**src/rtl/plateau_detector_gen.sv**
```systemverilog
// Plateau detector: finds runs of plateau_len samples above threshold, tracks the peak
// with an edge-hold freeze and emits one {peak_offset, peak_phase, peak_metric} beat per burst.
module plateau_detector_gen #(
  parameter int unsigned WIDTH       = 32,
  parameter int unsigned PHASE_WIDTH = 16,
  parameter int unsigned CNT_WIDTH   = 16,
  parameter int unsigned EDGE_HOLD   = 5
) (
  input  logic                                   clk,
  input  logic                                   reset,
  input  logic                                   clear,
  input  logic [WIDTH-1:0]                       threshold,
  input  logic [CNT_WIDTH-1:0]                   plateau_len,
  input  logic [PHASE_WIDTH+WIDTH-1:0]           i_tdata,
  input  logic                                   i_tlast,
  input  logic                                   i_tvalid,
  output logic                                   i_tready,
  output logic [CNT_WIDTH+PHASE_WIDTH+WIDTH-1:0] o_tdata,
  output logic                                   o_tlast,
  output logic                                   o_tvalid,
  input  logic                                   o_tready
);
  localparam logic [CNT_WIDTH-1:0] EDGE_LIM = CNT_WIDTH'(EDGE_HOLD);
  localparam logic [CNT_WIDTH-1:0] ONE      = CNT_WIDTH'(1);

  typedef enum logic [1:0] {IDLE, RISE, HOLD, WAIT_LOW} state_t;

  state_t                 state, nxt_state;
  logic [CNT_WIDTH-1:0]   run_cnt, edge_cnt, peak_idx;
  logic [CNT_WIDTH-1:0]   nxt_run, nxt_edge, nxt_idx;
  logic [CNT_WIDTH-1:0]   run_inc, edge_inc, plen;
  logic [WIDTH-1:0]       peak, nxt_peak, metric;
  logic [PHASE_WIDTH-1:0] peak_phase, nxt_phase, phase;
  logic                   accept, above, report;

  assign metric   = i_tdata[WIDTH-1:0];
  assign phase    = i_tdata[PHASE_WIDTH+WIDTH-1:WIDTH];
  assign i_tready = ~o_tvalid | o_tready;
  assign o_tlast  = 1'b1;
  assign accept   = i_tvalid & i_tready;
  assign above    = metric > threshold;
  assign plen     = (plateau_len == '0) ? ONE : plateau_len;
  assign run_inc  = (run_cnt == '1) ? run_cnt : run_cnt + ONE;
  assign edge_inc = (edge_cnt == '1) ? edge_cnt : edge_cnt + ONE;

  always_comb begin
    nxt_state = state;
    nxt_run   = run_cnt;
    nxt_edge  = edge_cnt;
    nxt_idx   = peak_idx;
    nxt_peak  = peak;
    nxt_phase = peak_phase;
    report    = 1'b0;
    case (state)
      IDLE: begin
        if (above) begin
          nxt_state = RISE;
          nxt_run   = ONE;
          nxt_edge  = '0;
          nxt_idx   = '0;
          nxt_peak  = metric;
          nxt_phase = phase;
          report    = (plen == ONE);
        end
      end
      RISE: begin
        if (above) begin
          nxt_run = run_inc;
          if (metric > peak) begin
            nxt_peak  = metric;
            nxt_phase = phase;
            nxt_idx   = run_cnt;
            nxt_edge  = '0;
          end else begin
            nxt_edge = edge_inc;
          end
          if (run_inc == plen) report = 1'b1;
          else if (nxt_edge >= EDGE_LIM) nxt_state = HOLD;
        end else begin
          nxt_state = IDLE;
        end
      end
      HOLD: begin
        // Frozen peak still reports once the run reaches the required length.
        if (above) begin
          nxt_run = run_inc;
          report  = (run_inc == plen);
        end else begin
          nxt_state = IDLE;
        end
      end
      WAIT_LOW: if (!above) nxt_state = IDLE;
      default:  nxt_state = IDLE;
    endcase
    if (report)  nxt_state = WAIT_LOW;
    if (i_tlast) nxt_state = IDLE;
  end

  always_ff @(posedge clk or posedge reset) begin
    if (reset) begin
      state      <= IDLE;
      run_cnt    <= '0;
      edge_cnt   <= '0;
      peak_idx   <= '0;
      peak       <= '0;
      peak_phase <= '0;
      o_tvalid   <= 1'b0;
      o_tdata    <= '0;
    end else if (clear) begin
      state      <= IDLE;
      run_cnt    <= '0;
      edge_cnt   <= '0;
      peak_idx   <= '0;
      peak       <= '0;
      peak_phase <= '0;
      o_tvalid   <= 1'b0;
      o_tdata    <= '0;
    end else begin
      if (o_tvalid && o_tready) o_tvalid <= 1'b0;
      if (accept) begin
        state      <= nxt_state;
        run_cnt    <= nxt_run;
        edge_cnt   <= nxt_edge;
        peak_idx   <= nxt_idx;
        peak       <= nxt_peak;
        peak_phase <= nxt_phase;
        if (report) begin
          o_tvalid <= 1'b1;
          o_tdata  <= {nxt_idx, nxt_phase, nxt_peak};
        end
      end
    end
  end
endmodule

```
**config.mk**
```make
export PLATFORM = sky130hd
export DESIGN_NAME = plateau_detector_gen
export DESIGN_NICKNAME = d
export VERILOG_FILES = /design/src/rtl/plateau_detector_gen.sv
export SDC_FILE = /design/constraint.sdc
export NUM_CORES = 1
export LEC_CHECK = 0
export BUFFER_PORTS_ARGS = -buffer_cell sky130_fd_sc_hd__clkbuf_2
export CAP_MARGIN = 40
export CORE_UTILIZATION = 55
export DETAILED_ROUTE_END_ITERATION = 10
export PLACE_DENSITY = 0.81
export SLEW_MARGIN = 10
export SYNTH_ARGS = -nofsm -noshare
export SYNTH_HDL_FRONTEND = slang
export SYNTH_SLANG_ARGS = --single-unit
```
**constraint.sdc**
```tcl
create_clock -name clk -period 13.8 [get_ports clk]
set_input_delay 0.69 -clock clk [delete_from_list [all_inputs] [get_ports clk]]
set_output_delay 0.69 -clock clk [all_outputs]
set_load 0.01 [all_outputs]
```
==> Word-level counts from Yosys, hierarchy flattened <==
Cells that the tools add are included.
{ "op_classes": {"n_addsub": 2, "n_mul": 0, "n_div": 0, "magnitude_cmp": 3, "eq_ne": 14, "n_shift": 0, "mux": 56, "bitwise_logic": 3, "reduce_logical": 13} }
{ "op_table": {"columns": ["operator", "count"], "rows": [
  ["16-bit two-way mux", 24],
  ["64-bit two-way mux", 3],
  ["32-bit two-way mux", 5],
  ["16-bit one-hot mux with 2 select lines", 4],
  ["32-bit greater-than comparator", 2],
  ["32-bit one-hot mux with 2 select lines", 1],
  ["16-bit by 1-bit adder with 16-bit output (second input constant)", 2],
  ["16-bit equality test (second input constant)", 2],
  ["2-bit two-way mux", 9],
  ["16-bit by 1-bit equality test with 1-bit output (second input constant)", 1],
  ["16-bit equality test", 1],
  ["16-bit by 3-bit greater-or-equal comparator with 1-bit output (second input constant)", 1],
  ["16-bit logical NOT", 1],
  ["6-bit != test (second input constant)", 2],
  ["1-bit two-way mux", 8],
  ["4-bit AND reduction", 2],
  ["3-bit != test (second input constant)", 2],
  ["2-bit one-hot mux with 3 select lines", 1],
  ["3-bit nonzero test", 2],
  ["5-bit by 4-bit != test with 1-bit output (second input constant)", 1],
  ["5-bit != test (second input constant)", 1],
  ["5-bit AND reduction", 1],
  ["2-bit equality test (second input constant)", 2],
  ["2-bit nonzero test", 2],
  ["other kinds (10)", 11]
]} }
{ "totals": {"reg_bits": 163, "latchBits": 0, "mem_bits_rw": 0, "mem_bits_ro": 0, "in_bits": 102, "output_inout_bits": 67, "elab_cells": 99, "n_memories": 0} }

==> Logic depth before layout (Yosys ltp) <==
{ "logic_depth": {"ltp_word": 14, "mapped_depth": 15, "depth_no_buf": 12} }

==> Worst setup path before layout <==
No wires, ideal clock.
{ "synth_path": {"path_kind": "input -> register", "startpoint": "in i_tdata[13]", "endpoint": "reg peak[0]", "setup_time_ns": 0.132, "arrival_ns": 3.360, "t_required_ns": 13.668, "path_slack_ns": 10.308, "stages": 13, "n_path_buf": 2, "cell_sequence": "ha_1 > nand4_1 > or4_1 > a21oi_1 > o31a_1 > o21ai_1 > or2_2 > a21o_1 > or2_2 > clkbuf_1 > clkbuf_1 > a32oi_1 > nor2_1"} }
{ "synth_via": {"elab_chain_len": 6, "elab_cells_between_ends": 8, "classes_between": "order compare: 2; mux: 6"} }
{ "synth_rtl": {"columns": ["element", "line", "rtl"], "rows": [
  ["from (decl)", "14", "input logic [PHASE_WIDTH+WIDTH-1:0] i_tdata,"],
  ["32-bit greater-than comparator", "69", "if (metric > peak) begin"],
  ["32-bit two-way mux", "69", null],
  ["32-bit two-way mux", "67", "if (above) begin"],
  ["32-bit one-hot mux with 2 select lines (*)", "54", "case (state)"],
  ["32-bit two-way mux (*)", "120", "if (accept) begin"],
  ["32-bit two-way mux (*)", "109", "end else if (clear) begin"],
  ["to (signal assigned)", "125", "peak <= nxt_peak;"],
  ["to (decl)", "32", "logic [WIDTH-1:0] peak, nxt_peak, metric;"]
]} }
Every way passes the cells marked *; elsewhere a longest branch is shown, timed or not. The select of a mux whose other input is x is not followed.
A chain may end at the register's enable or synchronous reset.

==> Final worst setup path <==
{ "layout_path": {"startpoint": "reg run_cnt[0]", "endpoint": "reg o_tdata[40]"} }
{ "layout_via": {"elab_chain_len": 8, "elab_cells_between_ends": 10, "classes_between": "add/sub: 1; eq/ne: 2; mux: 5; reduce/logical: 2"} }
{ "layout_rtl": {"columns": ["element", "line", "rtl"], "rows": [
  ["from (decl)", "29", "logic [CNT_WIDTH-1:0] run_cnt, edge_cnt, peak_idx;"],
  ["from (signal assigned)", "122", "run_cnt <= nxt_run;"],
  ["16-bit by 1-bit adder with 16-bit output / 16-bit equality test (equally long branches)", "43", "assign run_inc = (run_cnt == '1) ? run_cnt : run_cnt + ONE;"],
  ["16-bit two-way mux (*)", "43", null],
  ["16-bit equality test (*)", "77, 87", null],
  ["1-bit two-way mux", "77", "if (run_inc == plen) report = 1'b1;"],
  ["1-bit two-way mux", "67", null],
  ["1-bit one-hot mux with 3 select lines (*)", "54", null],
  ["2-bit nonzero test (no source line) (*)", null, null],
  ["2-bit AND reduction (no source line) (*)", null, null],
  ["to (signal assigned)", "129", "o_tdata <= {nxt_idx, nxt_phase, nxt_peak};"],
  ["to (decl)", "18", "output logic [CNT_WIDTH+PHASE_WIDTH+WIDTH-1:0] o_tdata,"]
]} }
Every way passes the cells marked *; elsewhere a longest branch is shown, timed or not.

==> run_results.csv <==
group,metric,value,unit
run_status,status,"complete, no violations",
final_layout,final_nets,1487,
clocking,cts_buffers,17,
sta,setup_viol,0,
yosys,ys_seq_elements,163,
drt,drc,0,
global_route,antenna_found_initial,0,
yosys,syn_area_per_cell,8.702,um^2
pwr,power_leakage,0.005400,uW
worst_setup_path,crit_chain,"ha_1 > nand4_2 > nor3_2 > mux2_2 > nor4_1 > nand4_1 > nor4_4 > a41oi_4 > nor2_4 > buf_4 > buf_12 > nor2_1 > a211oi_1",
flow_run,drv_cap,0,
floorplan,ios,169,
global_route,grt_pass1_vias,9297,
clocking,htreeDepth,4,
worst_setup_path,cp_slowest_stage_delay,500,ps
final_layout,syn2layout_area_growth,15.22,%
floorplan,num_rows,50,
drt,totalWireLength,27.86,mm
final_layout,final-seq-area,0.004079,mm^2
clocking,postCtsResizedCells,0,
worst_setup_path,startpoint_type,"register",
global_route,overflow,0,
pwr,intPower,837.1,uW
global_route,grt_pass1_wl,45.71,mm
worst_setup_path,worst_path_max_delay_cell,"buf_4",
pwr,clkPwrFrac,0.422,
hold_path,hp-class,"input port to async pin",
sta,finalCritPeriodShare,0.3447,
worst_setup_path,path_max_fanout,60,
sta,rsz0062_at_grt,"false",
yosys,yosys-top-cells-area,"dfrtp_1, ha_1, nor2_1",
yosys,synthCells,1200,
pwr,p_sw,328.4,uW
drt,drt-pass1-iter-count,8,
yosys,syn-num-nets,1372,
clocking,cts_sinks,163,
floorplan,coreArea,0.01864,mm^2
sta,hold_viol_final,0,
yosys,yosysTopAreaCell,"dfrtp_1",
yosys,synth_area,0.01044,mm^2
sta,finalSetupTns,0,ps
pwr,swShare,0.2817,
clocking,hold_buffers,0,
global_route,grt_usage,0.2901,
sta,relSlewSlack,0.3836,
clocking,clk_latency,440,ps
global_route,grt_start_max_net_pins,91,
sta,worstMarginPinSlew,916.2,ps
clocking,cts_buffer_depth,2,
sta,max_freq,0.2102,GHz
final_layout,diodes,0,
floorplan,floorplan.initialDensity,0.5601,
sta,slew_violations,0,
placed_design,place.gp.congestion,0.9561,
worst_setup_path,crit_arrival,5090,ps
worst_setup_path,crit_type,"register to register",
pwr,combPwrFrac,0.155,
final_layout,fillers,1531,
worst_setup_path,end_kind,"register",
yosys,synth_edf_count,0,
placed_design,dp_hpwl,19.02,mm
clocking,cts_root_buffer,"clkbuf_16",
pwr,peakVddDrop,0.09579,mV
clocking,path_clk_slew,70,ps
drt,via_count,9873,
drt,drt_iter0_drc,914,
sta,clock_skew,11.97,ps
worst_setup_path,crit_required,14130,ps
floorplan,die_x,139.8,um
yosys,yosys_warnings,0,
clocking,post-cts-setup-buffers,0,
pwr,pwr-share-seq,0.423,
clocking,cts_tree,"done",
yosys,async_reset_ff_frac,1.000,
yosys,yosysTopAreaCellShare,0.3906,
yosys,synth_cell_types,70,
floorplan,die-area,0.01954,mm^2
final_layout,final_layout_size_suffix_gt1_frac,0.1905,
yosys,synth_flop_cell,"dfrtp_1",
yosys,ys_seq_area_frac,0.3906,
drt,via_per_inst,6.321,
sta,period_needed,4757,ps
drt,routedWlPerCell,17.84,um
placed_design,port_buffers,167,
pwr,power_density,96.87,mW/mm^2
floorplan,die_y,139.8,um
final_layout,multiInputGateArea,0.005694,mm^2
drt,antenna_left,0,
final_layout,final_util,0.6454,
-- metal layers --
layer / up-vias / wire [um] / global-route usage
met5: - / 0 / 0
met4: 0 / 545 / 0.1058
met3: 51 / 1858 / 0.05024
met2: 410 / 13600 / 0.4774
met1: 4777 / 11860 / 0.3846
li1: 4635 / - / -
-- worst max-delay path, delay by kind of cell (launching register included) --
kind | cells | cell delay, ps
and+or+nand+nor | 7 | 2040
buffers and inverters | 2 | 810
AOI/OAI and AO/OA | 2 | 600
adders and majority gates | 1 | 290
muxes | 1 | 390
DFF | 1 | 470
-- power by group through the flow --
stage	registers [uW]	logic, uW	clock network [uW]
after global placement	501	166	0
after floorplan	500	116	0
after detailed placement	502	177	0
after CTS	493	179	496
after global routing	494	199	517
final	493	180	492
-- through the flow --
stage          setup WS (ps)  std cells  hold WS (ps)  area [um^2]  power [uW]
2_1_floorplan           8705       1200         479.8        10440       616.5
3_3_place_gp            9186       1521         494.3        11260       667.2
3_5_place_dp            9150       1530         501.4        11420       678.9
4_1_cts                 9095       1562         135.1        12030        1168
5_1_grt                 8734       1562         139.8        12030        1210
6_report                9043       1562         136.0        12030        1166
-- final timing paths --
check                               from             to  slack, ps  cells after the start
max in group asynchronous          reset     run_cnt[0]      12820                      4
hold reg to reg            peak_phase[0]  peak_phase[0]        520                      2
setup reg to reg              run_cnt[0]    o_tdata[40]       9040                     13
min in group clk                i_tvalid       o_tvalid        500                      3
setup / recovery              run_cnt[0]    o_tdata[40]       9040                     13
hold / removal                     reset     o_tdata[8]        140                      2
-- synth_stat cells, types with 6 or more instances --
cell	number
a31oi_1	9
a32oi_1	48
dfrtp_1	163
a22o_1	16
o21ai_0	47
nand2b_1	10
and3_1	14
clkbuf_1	57
nand3_1	30
nand4_1	21
buf_2	20
inv_1	77
a22oi_1	50
or4_1	7
a211oi_2	17
nor2_1	151
and4_1	6
xnor2_1	7
nor4_1	10
a21oi_1	102
ha_1	70
a211oi_1	40
nand2_1	104
nor3_1	20
-- kinds of logic (layout without fill, tap and decap cells) --
family,after synthesis,in the layout,share of synthesized area
compound gates,371,371,0.2522
xor+xnor,12,12,0.01006
fa+ha+maj,70,70,0.08387
buf+inv,165,293,0.06542
flops,163,163,0.3906
mux,6,6,0.005871
other cells,1,1,0.0003591
simple gates,412,412,0.1916
-- cells in the final DEF, fill, tap and decap left out, drive strengths merged, types with 5 or more instances in the layout --
master / Yosys / routed
a22oi: 50 / 50
a211oi: 57 / 57
clkinv: 0 / 5
clkbuf: 58 / 184
or4: 7 / 7
xnor2: 7 / 7
a21oi: 102 / 102
nor3: 21 / 21
nand3: 31 / 31
inv: 77 / 80
nor2: 152 / 152
nand2: 104 / 104
a22o: 16 / 16
and2: 6 / 6
xor2: 5 / 5
dfrtp: 163 / 163
a31oi: 9 / 9
buf: 30 / 18
nor4: 15 / 15
ha: 70 / 70
o21ai: 48 / 48
a32oi: 48 / 48
and3: 14 / 14
or3: 5 / 5
and4: 6 / 6
mux2i: 5 / 5
nand4: 23 / 23
nand2b: 10 / 10
-- state kept, by name, summed over array words and instances (netlist names) --
name        cells
state           2
peak_idx       16
o_tvalid        1
run_cnt        16
peak_phase     16
peak           32
edge_cnt       16
o_tdata        64
-- area by class of cell --
type	instances	area share
multi-input combinational	872	0.4733
tap	234	0.02433
timing repair buffer	184	0.08839
clock buffer	18	0.03567
sequential	163	0.3390
clock inverter	14	0.01487
inverter	77	0.02444
Power figures use the tool's default switching activity.
